==> src/rtl/vga_pkg.sv <==
// Shared VGA timing and frame-buffer constants for the scan-out path and the buffer writers.
// Latency: n/a (package only).
// Backpressure: n/a (package only).
package vga_pkg;

  // 640x480@60 timing, in pixel ticks (horizontal) and lines (vertical)
  localparam int H_ACTIVE = 640;
  localparam int H_FP     = 16;
  localparam int H_SYNC   = 96;
  localparam int H_BP     = 48;
  localparam int V_ACTIVE = 480;
  localparam int V_FP     = 10;
  localparam int V_SYNC   = 2;
  localparam int V_BP     = 33;

  localparam int H_TOTAL        = H_ACTIVE + H_FP + H_SYNC + H_BP;
  localparam int V_TOTAL        = V_ACTIVE + V_FP + V_SYNC + V_BP;
  localparam int H_SYNC_START_I = H_ACTIVE + H_FP;
  localparam int H_SYNC_END_I   = H_SYNC_START_I + H_SYNC - 1;
  localparam int V_SYNC_START_I = V_ACTIVE + V_FP;
  localparam int V_SYNC_END_I   = V_SYNC_START_I + V_SYNC - 1;

  // Frame buffer geometry: each buffer pixel covers a 4x4 block on screen
  localparam int SCALE_SHIFT = 2;
  localparam int FB_WIDTH    = 160;
  localparam int FB_HEIGHT   = V_ACTIVE >> SCALE_SHIFT;
  localparam int COLOUR_BITS = 3;
  localparam int ADDR_WIDTH  = 15;
  localparam int DAC_BITS    = 10;

  localparam int H_CNT_W = $clog2(H_TOTAL);
  localparam int V_CNT_W = $clog2(V_TOTAL);

  typedef logic [H_CNT_W-1:0]     h_cnt_t;
  typedef logic [V_CNT_W-1:0]     v_cnt_t;
  typedef logic [COLOUR_BITS-1:0] colour_t;
  typedef logic [ADDR_WIDTH-1:0]  fb_addr_t;

  // Counter-width copies of the timing boundaries
  localparam h_cnt_t H_LAST       = h_cnt_t'(H_TOTAL - 1);
  localparam v_cnt_t V_LAST       = v_cnt_t'(V_TOTAL - 1);
  localparam h_cnt_t H_ACT_END    = h_cnt_t'(H_ACTIVE);
  localparam v_cnt_t V_ACT_END    = v_cnt_t'(V_ACTIVE);
  localparam h_cnt_t H_SYNC_FIRST = h_cnt_t'(H_SYNC_START_I);
  localparam h_cnt_t H_SYNC_LAST  = h_cnt_t'(H_SYNC_END_I);
  localparam v_cnt_t V_SYNC_FIRST = v_cnt_t'(V_SYNC_START_I);
  localparam v_cnt_t V_SYNC_LAST  = v_cnt_t'(V_SYNC_END_I);

  // {R,G,B} encodings shared with the screen-update writer
  localparam colour_t COL_WHITE = 3'b111;
  localparam colour_t COL_RED   = 3'b100;
  localparam colour_t COL_BLACK = 3'b000;

  // Buffer address of the pixel under screen position (h, v).
  // FB_WIDTH = 160 = 128 + 32, so the row multiply is two shifts and an add.
  function automatic fb_addr_t fb_addr(input h_cnt_t h, input v_cnt_t v);
    fb_addr_t x;
    fb_addr_t y;
    x = fb_addr_t'(h >> SCALE_SHIFT);
    y = fb_addr_t'(v >> SCALE_SHIFT);
    return (y << 7) + (y << 5) + x;
  endfunction

endpackage

==> src/rtl/vga_timing_counter.sv <==
// Pixel-tick generator and h/v raster counters, plus a registered start-of-frame pulse.
// Latency: tick is combinational from phase; frame_start is registered on the tick that sees h=0,v=0.
// Backpressure: none; free-running once reset is released.
//
// Ports:
//   i_clk, i_rst_n  : 50 MHz clock, async active-low reset
//   o_phase         : divide-by-2 phase (0 after reset)
//   o_tick          : pixel tick, high while phase==1
//   o_h_cnt/o_v_cnt : raster position, advanced on tick
//   o_frame_start   : one-clk pulse for the tick at h=0,v=0
module vga_timing_counter
  import vga_pkg::*;
(
  input  logic   i_clk,
  input  logic   i_rst_n,
  output logic   o_phase,
  output logic   o_tick,
  output h_cnt_t o_h_cnt,
  output v_cnt_t o_v_cnt,
  output logic   o_frame_start
);

  logic   r_phase;
  h_cnt_t r_h_cnt;
  v_cnt_t r_v_cnt;
  logic   r_frame_start;

  always_ff @(posedge i_clk or negedge i_rst_n) begin
    if (!i_rst_n) begin
      r_phase       <= 1'b0;
      r_h_cnt       <= '0;
      r_v_cnt       <= '0;
      r_frame_start <= 1'b0;
    end else begin
      r_phase       <= ~r_phase;
      r_frame_start <= r_phase && (r_h_cnt == '0) && (r_v_cnt == '0);
      if (r_phase) begin
        if (r_h_cnt == H_LAST) begin
          r_h_cnt <= '0;
          if (r_v_cnt == V_LAST) r_v_cnt <= '0;
          else                   r_v_cnt <= r_v_cnt + 1'b1;
        end else begin
          r_h_cnt <= r_h_cnt + 1'b1;
        end
      end
    end
  end

  assign o_phase       = r_phase;
  assign o_tick        = r_phase;
  assign o_h_cnt       = r_h_cnt;
  assign o_v_cnt       = r_v_cnt;
  assign o_frame_start = r_frame_start;

endmodule

==> src/rtl/vga_scanout.sv <==
// Frame-buffer read-out: 640x480@60 timing, 4x4 pixel replication, VGA DAC pin drive.
// Latency: raster position to pins is one pixel tick (2 clk); rd_data is taken 1 clk after rd_en.
// Backpressure: none; the buffer read port must answer every rd_en with data one clk later.
//
// Ports:
//   clk, resetn                 : 50 MHz clock, async active-low reset
//   rd_addr, rd_en, rd_data     : synchronous frame-buffer read port ({R,G,B})
//   frame_start                 : one-clk pulse at raster h=0,v=0
//   VGA_CLK, VGA_HS, VGA_VS     : 25 MHz pixel clock, active-low syncs
//   VGA_BLANK_N, VGA_SYNC_N     : blanking (low outside active), sync-on-green (tied 0)
//   VGA_R, VGA_G, VGA_B         : 10-bit DAC channels
module vga_scanout
  import vga_pkg::*;
(
  input  logic                   clk,
  input  logic                   resetn,
  output logic [ADDR_WIDTH-1:0]  rd_addr,
  output logic                   rd_en,
  input  logic [COLOUR_BITS-1:0] rd_data,
  output logic                   frame_start,
  output logic                   VGA_CLK,
  output logic                   VGA_HS,
  output logic                   VGA_VS,
  output logic                   VGA_BLANK_N,
  output logic                   VGA_SYNC_N,
  output logic [DAC_BITS-1:0]    VGA_R,
  output logic [DAC_BITS-1:0]    VGA_G,
  output logic [DAC_BITS-1:0]    VGA_B
);

  logic   w_phase;
  logic   w_tick;
  logic   w_frame_start;
  h_cnt_t w_h_cnt;
  v_cnt_t w_v_cnt;
  logic   w_active;
  logic   w_hs;
  logic   w_vs;

  // Stage 0: read request and delayed timing flags
  logic     r_rd_en;
  fb_addr_t r_rd_addr;
  logic     r_active_d;
  logic     r_hs_d;
  logic     r_vs_d;

  // Stage 1: pin registers
  logic                r_vga_clk;
  logic                r_hs_n;
  logic                r_vs_n;
  logic                r_blank_n;
  logic [DAC_BITS-1:0] r_r;
  logic [DAC_BITS-1:0] r_g;
  logic [DAC_BITS-1:0] r_b;

  vga_timing_counter u_tc (
    .i_clk         (clk),
    .i_rst_n       (resetn),
    .o_phase       (w_phase),
    .o_tick        (w_tick),
    .o_h_cnt       (w_h_cnt),
    .o_v_cnt       (w_v_cnt),
    .o_frame_start (w_frame_start)
  );

  assign w_active = (w_h_cnt < H_ACT_END) && (w_v_cnt < V_ACT_END);
  assign w_hs     = (w_h_cnt >= H_SYNC_FIRST) && (w_h_cnt <= H_SYNC_LAST);
  assign w_vs     = (w_v_cnt >= V_SYNC_FIRST) && (w_v_cnt <= V_SYNC_LAST);

  always_ff @(posedge clk or negedge resetn) begin
    if (!resetn) begin
      r_rd_en    <= 1'b0;
      r_rd_addr  <= '0;
      r_active_d <= 1'b0;
      r_hs_d     <= 1'b0;
      r_vs_d     <= 1'b0;
    end else begin
      // rd_en is a single-clk strobe; rd_addr holds through blanking
      r_rd_en <= 1'b0;
      if (w_tick) begin
        r_rd_en    <= w_active;
        r_active_d <= w_active;
        r_hs_d     <= w_hs;
        r_vs_d     <= w_vs;
        if (w_active) r_rd_addr <= fb_addr(w_h_cnt, w_v_cnt);
      end
    end
  end

  // Stage 1 fires on the tick after stage 0; rd_data has been stable since
  // the clk in between, and stage-0 flags keep syncs aligned with colour.
  always_ff @(posedge clk or negedge resetn) begin
    if (!resetn) begin
      r_vga_clk <= 1'b0;
      r_hs_n    <= 1'b1;
      r_vs_n    <= 1'b1;
      r_blank_n <= 1'b0;
      r_r       <= '0;
      r_g       <= '0;
      r_b       <= '0;
    end else begin
      // Follows the phase flop, so VGA_CLK rises one clk after the pins
      // change and the DAC samples mid-pixel.
      r_vga_clk <= ~w_phase;
      if (w_tick) begin
        r_hs_n    <= ~r_hs_d;
        r_vs_n    <= ~r_vs_d;
        r_blank_n <= r_active_d;
        r_r       <= r_active_d ? {DAC_BITS{rd_data[2]}} : '0;
        r_g       <= r_active_d ? {DAC_BITS{rd_data[1]}} : '0;
        r_b       <= r_active_d ? {DAC_BITS{rd_data[0]}} : '0;
      end
    end
  end

  assign rd_en       = r_rd_en;
  assign rd_addr     = r_rd_addr;
  assign frame_start = w_frame_start;
  assign VGA_CLK     = r_vga_clk;
  assign VGA_HS      = r_hs_n;
  assign VGA_VS      = r_vs_n;
  assign VGA_BLANK_N = r_blank_n;
  assign VGA_SYNC_N  = 1'b0;
  assign VGA_R       = r_r;
  assign VGA_G       = r_g;
  assign VGA_B       = r_b;

endmodule

==> config.mk <==
export PLATFORM = sky130hd
export DESIGN_NAME = vga_scanout
export DESIGN_NICKNAME = d
export VERILOG_FILES = /design/src/rtl/vga_pkg.sv /design/src/rtl/vga_timing_counter.sv /design/src/rtl/vga_scanout.sv
export SDC_FILE = /design/constraint.sdc
export NUM_CORES = 1
export LEC_CHECK = 0
export BUFFER_PORTS_ARGS = -buffer_cell sky130_fd_sc_hd__buf_2
export CORE_ASPECT_RATIO = 1.5
export CORE_MARGIN = 2
export CORE_UTILIZATION = 55
export DETAILED_ROUTE_END_ITERATION = 8
export PLACE_DENSITY = 0.8
export RECOVER_POWER = 100
export REMOVE_ABC_BUFFERS = 1
export SLEW_MARGIN = 20
export SYNTH_ARGS = -nofsm -noshare
export SYNTH_HDL_FRONTEND = slang
export SYNTH_SLANG_ARGS = --single-unit
==> constraint.sdc <==
create_clock -name clk -period 3.3 [get_ports clk]
set_clock_uncertainty 0.15 [all_clocks]
set_input_delay 0.165 -clock clk [delete_from_list [all_inputs] [get_ports clk]]
set_output_delay 0.165 -clock clk [all_outputs]
set_load 0.01 [all_outputs]
# == Word-level counts from Yosys, hierarchy flattened ==
# Index checks and enable logic that the tools add are counted.
# word_totals
reg_bits,74
latch_bits,0
ramBits,0
mem_bits_ro,0
n_memories,0
# classes
n_addsub,4
multipliers,0
n_div,0
order_cmp,6
n_eq_ne,2
n_shift,0
muxes,6
bitwise_logic,3
n_reduce_logical,9
# op_table
op,n
2-to-1 mux 10 bit,5
adder 10 x 1 -> 10 bit (second input constant),2
equality test 10 bit (second input constant),2
logical NOT 10 bit,2
adder 15 x 13 -> 15 bit,1
adder 15 x 8 -> 15 bit,1
greater-or-equal comparator 10 bit (second input constant),1
greater-or-equal comparator 10 x 9 -> 1 bit (second input constant),1
<= comparator 10 bit (second input constant),1
<= comparator 10 x 9 -> 1 bit (second input constant),1
< comparator 10 bit (second input constant),1
< comparator 10 x 9 -> 1 bit (second input constant),1
logical AND 1 bit,5
AND reduction 2 bit,2
NOT 1 bit,3
2-to-1 mux 1 bit,1

# == Logic depth before layout (Yosys ltp) ==
# depth
depth_word,3
mapped_depth,9

# == By module ==
# Synthesis repeated with hierarchy kept, for this count alone.
# unflattened
cells_unflattened,276
hier_area_um2,2829.0
# modules_own_cells
mod,n_inst,cells_each,area_per_inst_um2
vga_scanout,1,163,1680.4
vga_timing_counter,1,113,1148.6

# == Worst setup path before layout ==
# No wires, ideal clock.
# synth_timing
path_type,register to register
start,register u_tc.r_v_cnt[4] (netlist: u_tc.o_v_cnt[4])
end,register r_rd_addr[11] (netlist: rd_addr[11])
setup_ps,128
arrival_ps,2216
slack_ps,807
stages_incl_launch_ff,10
path_buffers,1
synth_period_minus_slack_ps,2493
path_cell_list,dfrtp_1 clkbuf_2 inv_1 fa_1 inv_1 ha_1 a211oi_1 o21ai_0 xor2_1 mux2_1
# synth_between
elab_chain_cells,3
# synth_rtl
element,line_no,source
"start, declared",vga_timing_counter.sv:25,v_cnt_t r_v_cnt;
"start signal, assigned",vga_timing_counter.sv:41,else r_v_cnt <= r_v_cnt + 1'b1;
"parallel branches: the longest is 3 deep, another holds adder 15 x 13 -> 15 bit",--,
"end signal, assigned",vga_scanout.sv:85,"if (w_active) r_rd_addr <= fb_addr(w_h_cnt, w_v_cnt);"
"end, declared",vga_scanout.sv:42,fb_addr_t r_rd_addr;
# Parallel ways; which one is timed is not known.
# A chain may end at the register's enable or synchronous reset.

# == Worst setup path after layout ==
# layout_timing
start,register u_tc.r_v_cnt[5] (netlist: u_tc.o_v_cnt[5])
end,register r_rd_addr[11] (netlist: rd_addr[11])
# Same word-level chain as after synthesis.

==> flow_metrics.py <==
metrics = {
    "power_and_ir_drop": {
        "power_frac_seq_pct": 55.6,
        "switching_share_pct": 22.00,
        "p_switching_mw": 0.2303,
        "power_frac_clock_pct": 40.4,
        "power_density_mw_per_mm2": 348.6,
        "p_comb_share_pct": 4.1,
        "p_leak_nw": 1.436,
        "p_int_mw": 0.8164,
        "ir_drop_mv": 0.1833,
    },
    "sta": {
        "hold_viol": 0,
        "final.setup.worst_slack_ns": 0.5705,
        "post-route-min-period_ns": 2.729,
        "max_freq_mhz": 366.4,
        "setup_violations": 0,
        "fin_setup_tns_ns": 0,
        "slew_viol_final": 0,
        "max_slew_margin_pct": 24.74,
        "rsz0062_at_grt": "no",
        "post-route-period-util_pct": 82.71,
        "worst-slew-pin-transition_ns": 1.129,
    },
    "layout": {
        "fill_cells": 496,
        "regArea_mm2": 0.001179,
        "nNetsFinal": 346,
        "syn_to_final_growth_pct": 5.171,
        "drive_above_1_share_pct": 7.788,
        "fin_util_pct": 59.06,
        "multi_input_area_mm2": 0.001291,
        "stdcell_area_mm2": 0.003003,
        "antenna_cells": 0,
    },
    "global_route": {
        "antenna_found_initial": 0,
        "grt_pass1_vias": 2100,
        "track_usage_pct": 20.25,
        "grt_max_degree": 48,
        "grt_first_pass_wirelength_mm": 9.349,
        "globalRouteOverflowTotal": 0,
    },
    "synth": {
        "ys_warn_count": 0,
        "ys_seq_elements": 47,
        "ys_seq_area_share_pct": 41.28,
        "yosysUniqueCellTypes": 52,
        "synthArstFlopShare_pct": 100.0,
        "ys.flop_type": "dfrtp_1",
        "syn_avg_cell_area_um2": 9.812,
        "syn_inst": 291,
        "synth_edf_count": 0,
        "syn_area_mm2": 0.002855,
    },
    "floorplan": {
        "pin_count": 57,
        "row_count": 32,
        "dieArea_mm2": 0.005796,
        "core_mm2": 0.005085,
        "start_util_pct": 56.15,
        "dieHeight_um": 92.25,
        "die_w_um": 62.83,
    },
    "place": {
        "placed_cell_area_mm2": 0.002944,
        "place_hpwl_mm": 3.887,
        "dp_slack_ns": 0.5936,
        "place.gp.congestion": 0.8491,
        "port_buffers": 55,
    },
    "critical_path": {
        "cp-start-kind": "register",
        "path_cells": "nand4_1 > nand4b_1 > clkbuf_1 > inv_1 > mux2_1",
        "critPathSlowestCell": "clkbuf_1",
        "slowest_delay_ns": 0.66,
        "critPathRequiredTime_ns": 3.34,
        "cp.arrival_ns": 2.77,
        "critical_path.max_fanout": 20,
        "critical_path_class": "reg -> reg",
        "end_kind": "register",
    },
    "hold_path": {
        "min_path_type": "reg -> reg",
    },
    "run": {
        "drv_cap": 0,
    },
    "clocking": {
        "cts_resized": 0,
        "post-cts-setup-buffer-count": 0,
        "cts_tree": "done",
        "ctsHoldBuffers": 4,
        "cts_max_path_buffers": 2,
        "cts-root-buf": "clkbuf_8",
        "clkSinkCount": 47,
        "clk_latency_ns": 0.31,
        "cts_made_buffers": 5,
        "clk_pin_slew_ns": 0.08,
        "cts_htree_levels": 2,
    },
    "route": {
        "drt_first_pass_iters": 4,
        "drtIter0Drc": 90,
        "drc": 0,
        "totalWireLength_mm": 5.309,
        "vias": 2066,
        "routed_via_density": 5.311,
        "wl_per_cell_um": 13.65,
        "drtAntennaViolNets": 0,
    },
    "run_status": {
        "outcome": "complete, no violations",
    },
}
-- layer usage --
| metal | vias up | wire [µm] | track usage (%) |
|---|---|---|---|
| li1 | 1029 | - | - |
| met1 | 992 | 2125 | 22.36 |
| met2 | 39 | 2921 | 38.17 |
| met3 | 6 | 183 | 3.313 |
| met4 | 0 | 80 | 7.778 |
| met5 | - | 0 | 0 |
-- cell type report --
type / count / share of cell area, %
inverters: 21 / 2.625
multi-input cells: 184 / 43.00
well taps: 68 / 2.833
repair buffers: 61 / 8.625
clock inverters: 2 / 1.250
flip-flops and latches: 47 / 39.25
clock buffers: 6 / 2.417
-- cell usage after synthesis (2+ instances only) --
library cell / number / area (µm²)
a211o_1: 2 / 17.52
a211oi_1: 2 / 15.01
a21o_1: 4 / 30.03
a21oi_1: 7 / 35.03
a22o_1: 2 / 17.52
and3_1: 7 / 43.79
and4_1: 2 / 17.52
buf_2: 2 / 10.01
buf_4: 30 / 225.2
buf_6: 3 / 33.78
clkbuf_1: 2 / 7.510
clkbuf_2: 2 / 10.01
dfrtp_1: 45 / 1126
dfstp_2: 2 / 52.55
fa_1: 2 / 40.04
ha_1: 19 / 237.7
inv_1: 21 / 78.83
mux2_2: 4 / 45.04
nand2_1: 38 / 142.6
nand3_1: 12 / 60.06
nand4_1: 7 / 43.79
nand4b_1: 2 / 17.52
nor2_1: 9 / 33.78
nor3_1: 2 / 10.01
nor4_1: 2 / 12.51
o2111ai_1: 2 / 17.52
o211ai_1: 2 / 15.01
o21a_1: 3 / 22.52
o21ai_0: 16 / 80.08
o21ai_1: 2 / 10.01
o22ai_1: 2 / 12.51
or2_2: 2 / 12.51
or3_1: 2 / 12.51
xnor2_1: 8 / 70.07
xor2_1: 5 / 43.79
-- critical path, delay by kind of cell, from the launching register on --
kind | cells | cell delay [ns]
buffers and inverters | 2 | 1.16
DFF | 1 | 0.57
muxes | 1 | 0.43
and+or+nand+nor | 2 | 0.30
-- cells by family (layout without fill, tap and decap cells) --
family | Yosys count | count (layout) | synth area share (%)
AOI/OAI and AO/OA | 47 | 47 | 10.74
xor gates and xnor gates | 13 | 13 | 3.988
adders and majority gates | 21 | 21 | 9.728
buffers and inverters | 60 | 90 | 12.80
DFF | 47 | 47 | 41.28
muxes | 6 | 6 | 2.322
other | 1 | 1 | 0.1313
and+or+nand+nor | 96 | 96 | 19.02
-- through the flow --
| stage | std cells | power (mW) | hold slack (ns) |
|---|---|---|---|
| 2_1_floorplan | 252 | 0.6062 | -0.2806 |
| 3_3_place_gp | 377 | 0.6369 | 0.2420 |
| 3_5_place_dp | 377 | 0.6380 | 0.2561 |
| 4_1_cts | 389 | 1.062 | 0.3296 |
| 5_1_grt | 389 | 1.082 | 0.3509 |
| 6_report | 389 | 1.047 | 0.3290 |
-- power by group through the flow --
stage | Clock (mW) | Combinational (mW) | Sequential, mW
after floorplan | 0 | 0.00254 | 0.604
after global placement | 0 | 0.0446 | 0.592
after detailed placement | 0 | 0.0455 | 0.593
after CTS | 0.431 | 0.0492 | 0.581
after global routing | 0.452 | 0.0474 | 0.583
final | 0.423 | 0.0424 | 0.582
-- state kept, by name, summed over array words and instances (netlist names) --
name                cells
VGA_B                   1
VGA_BLANK_N             1
VGA_G                   1
VGA_HS                  1
VGA_R                   1
VGA_VS                  1
r_active_d              1
r_hs_d                  1
r_vs_d                  1
rd_addr                15
rd_en                   1
u_tc.o_frame_start      1
u_tc.o_h_cnt           10
u_tc.o_phase            1
u_tc.o_v_cnt           10
-- path summary, 6_finish.rpt --
kind                            startpoint         endpoint  slack, ns  cells past startpoint
max in group asynchronous           resetn  u_tc.o_v_cnt[8]       1.85                      2
max reg2reg                u_tc.o_v_cnt[5]      rd_addr[11]       0.57                      5
max                        u_tc.o_v_cnt[5]      rd_addr[11]       0.57                      5
min in group asynchronous           resetn            rd_en       0.45                      2
min reg2reg                     rd_addr[2]       rd_addr[2]       0.33                      2
min                             rd_addr[2]       rd_addr[2]       0.33                      2
-- placed cells by master (no fill, tap or decap), types with 3 or more instances in the layout --
cell type      count
ha_1              19
xnor2_1            8
clkbuf_8           5
a21o_1             4
and4_1             3
nand2_1           38
nand3_1           13
xor2_1             5
dlygate4sd3_1      4
nor3_1             3
and3_1             7
inv_1             21
o21a_1             3
a21oi_1            7
clkbuf_1          54
o21ai_0           18
mux2_2             4
buf_2              3
nand4_1            7
nor2_1             9
dfrtp_1           45
(Power assumes the default switching activity.)
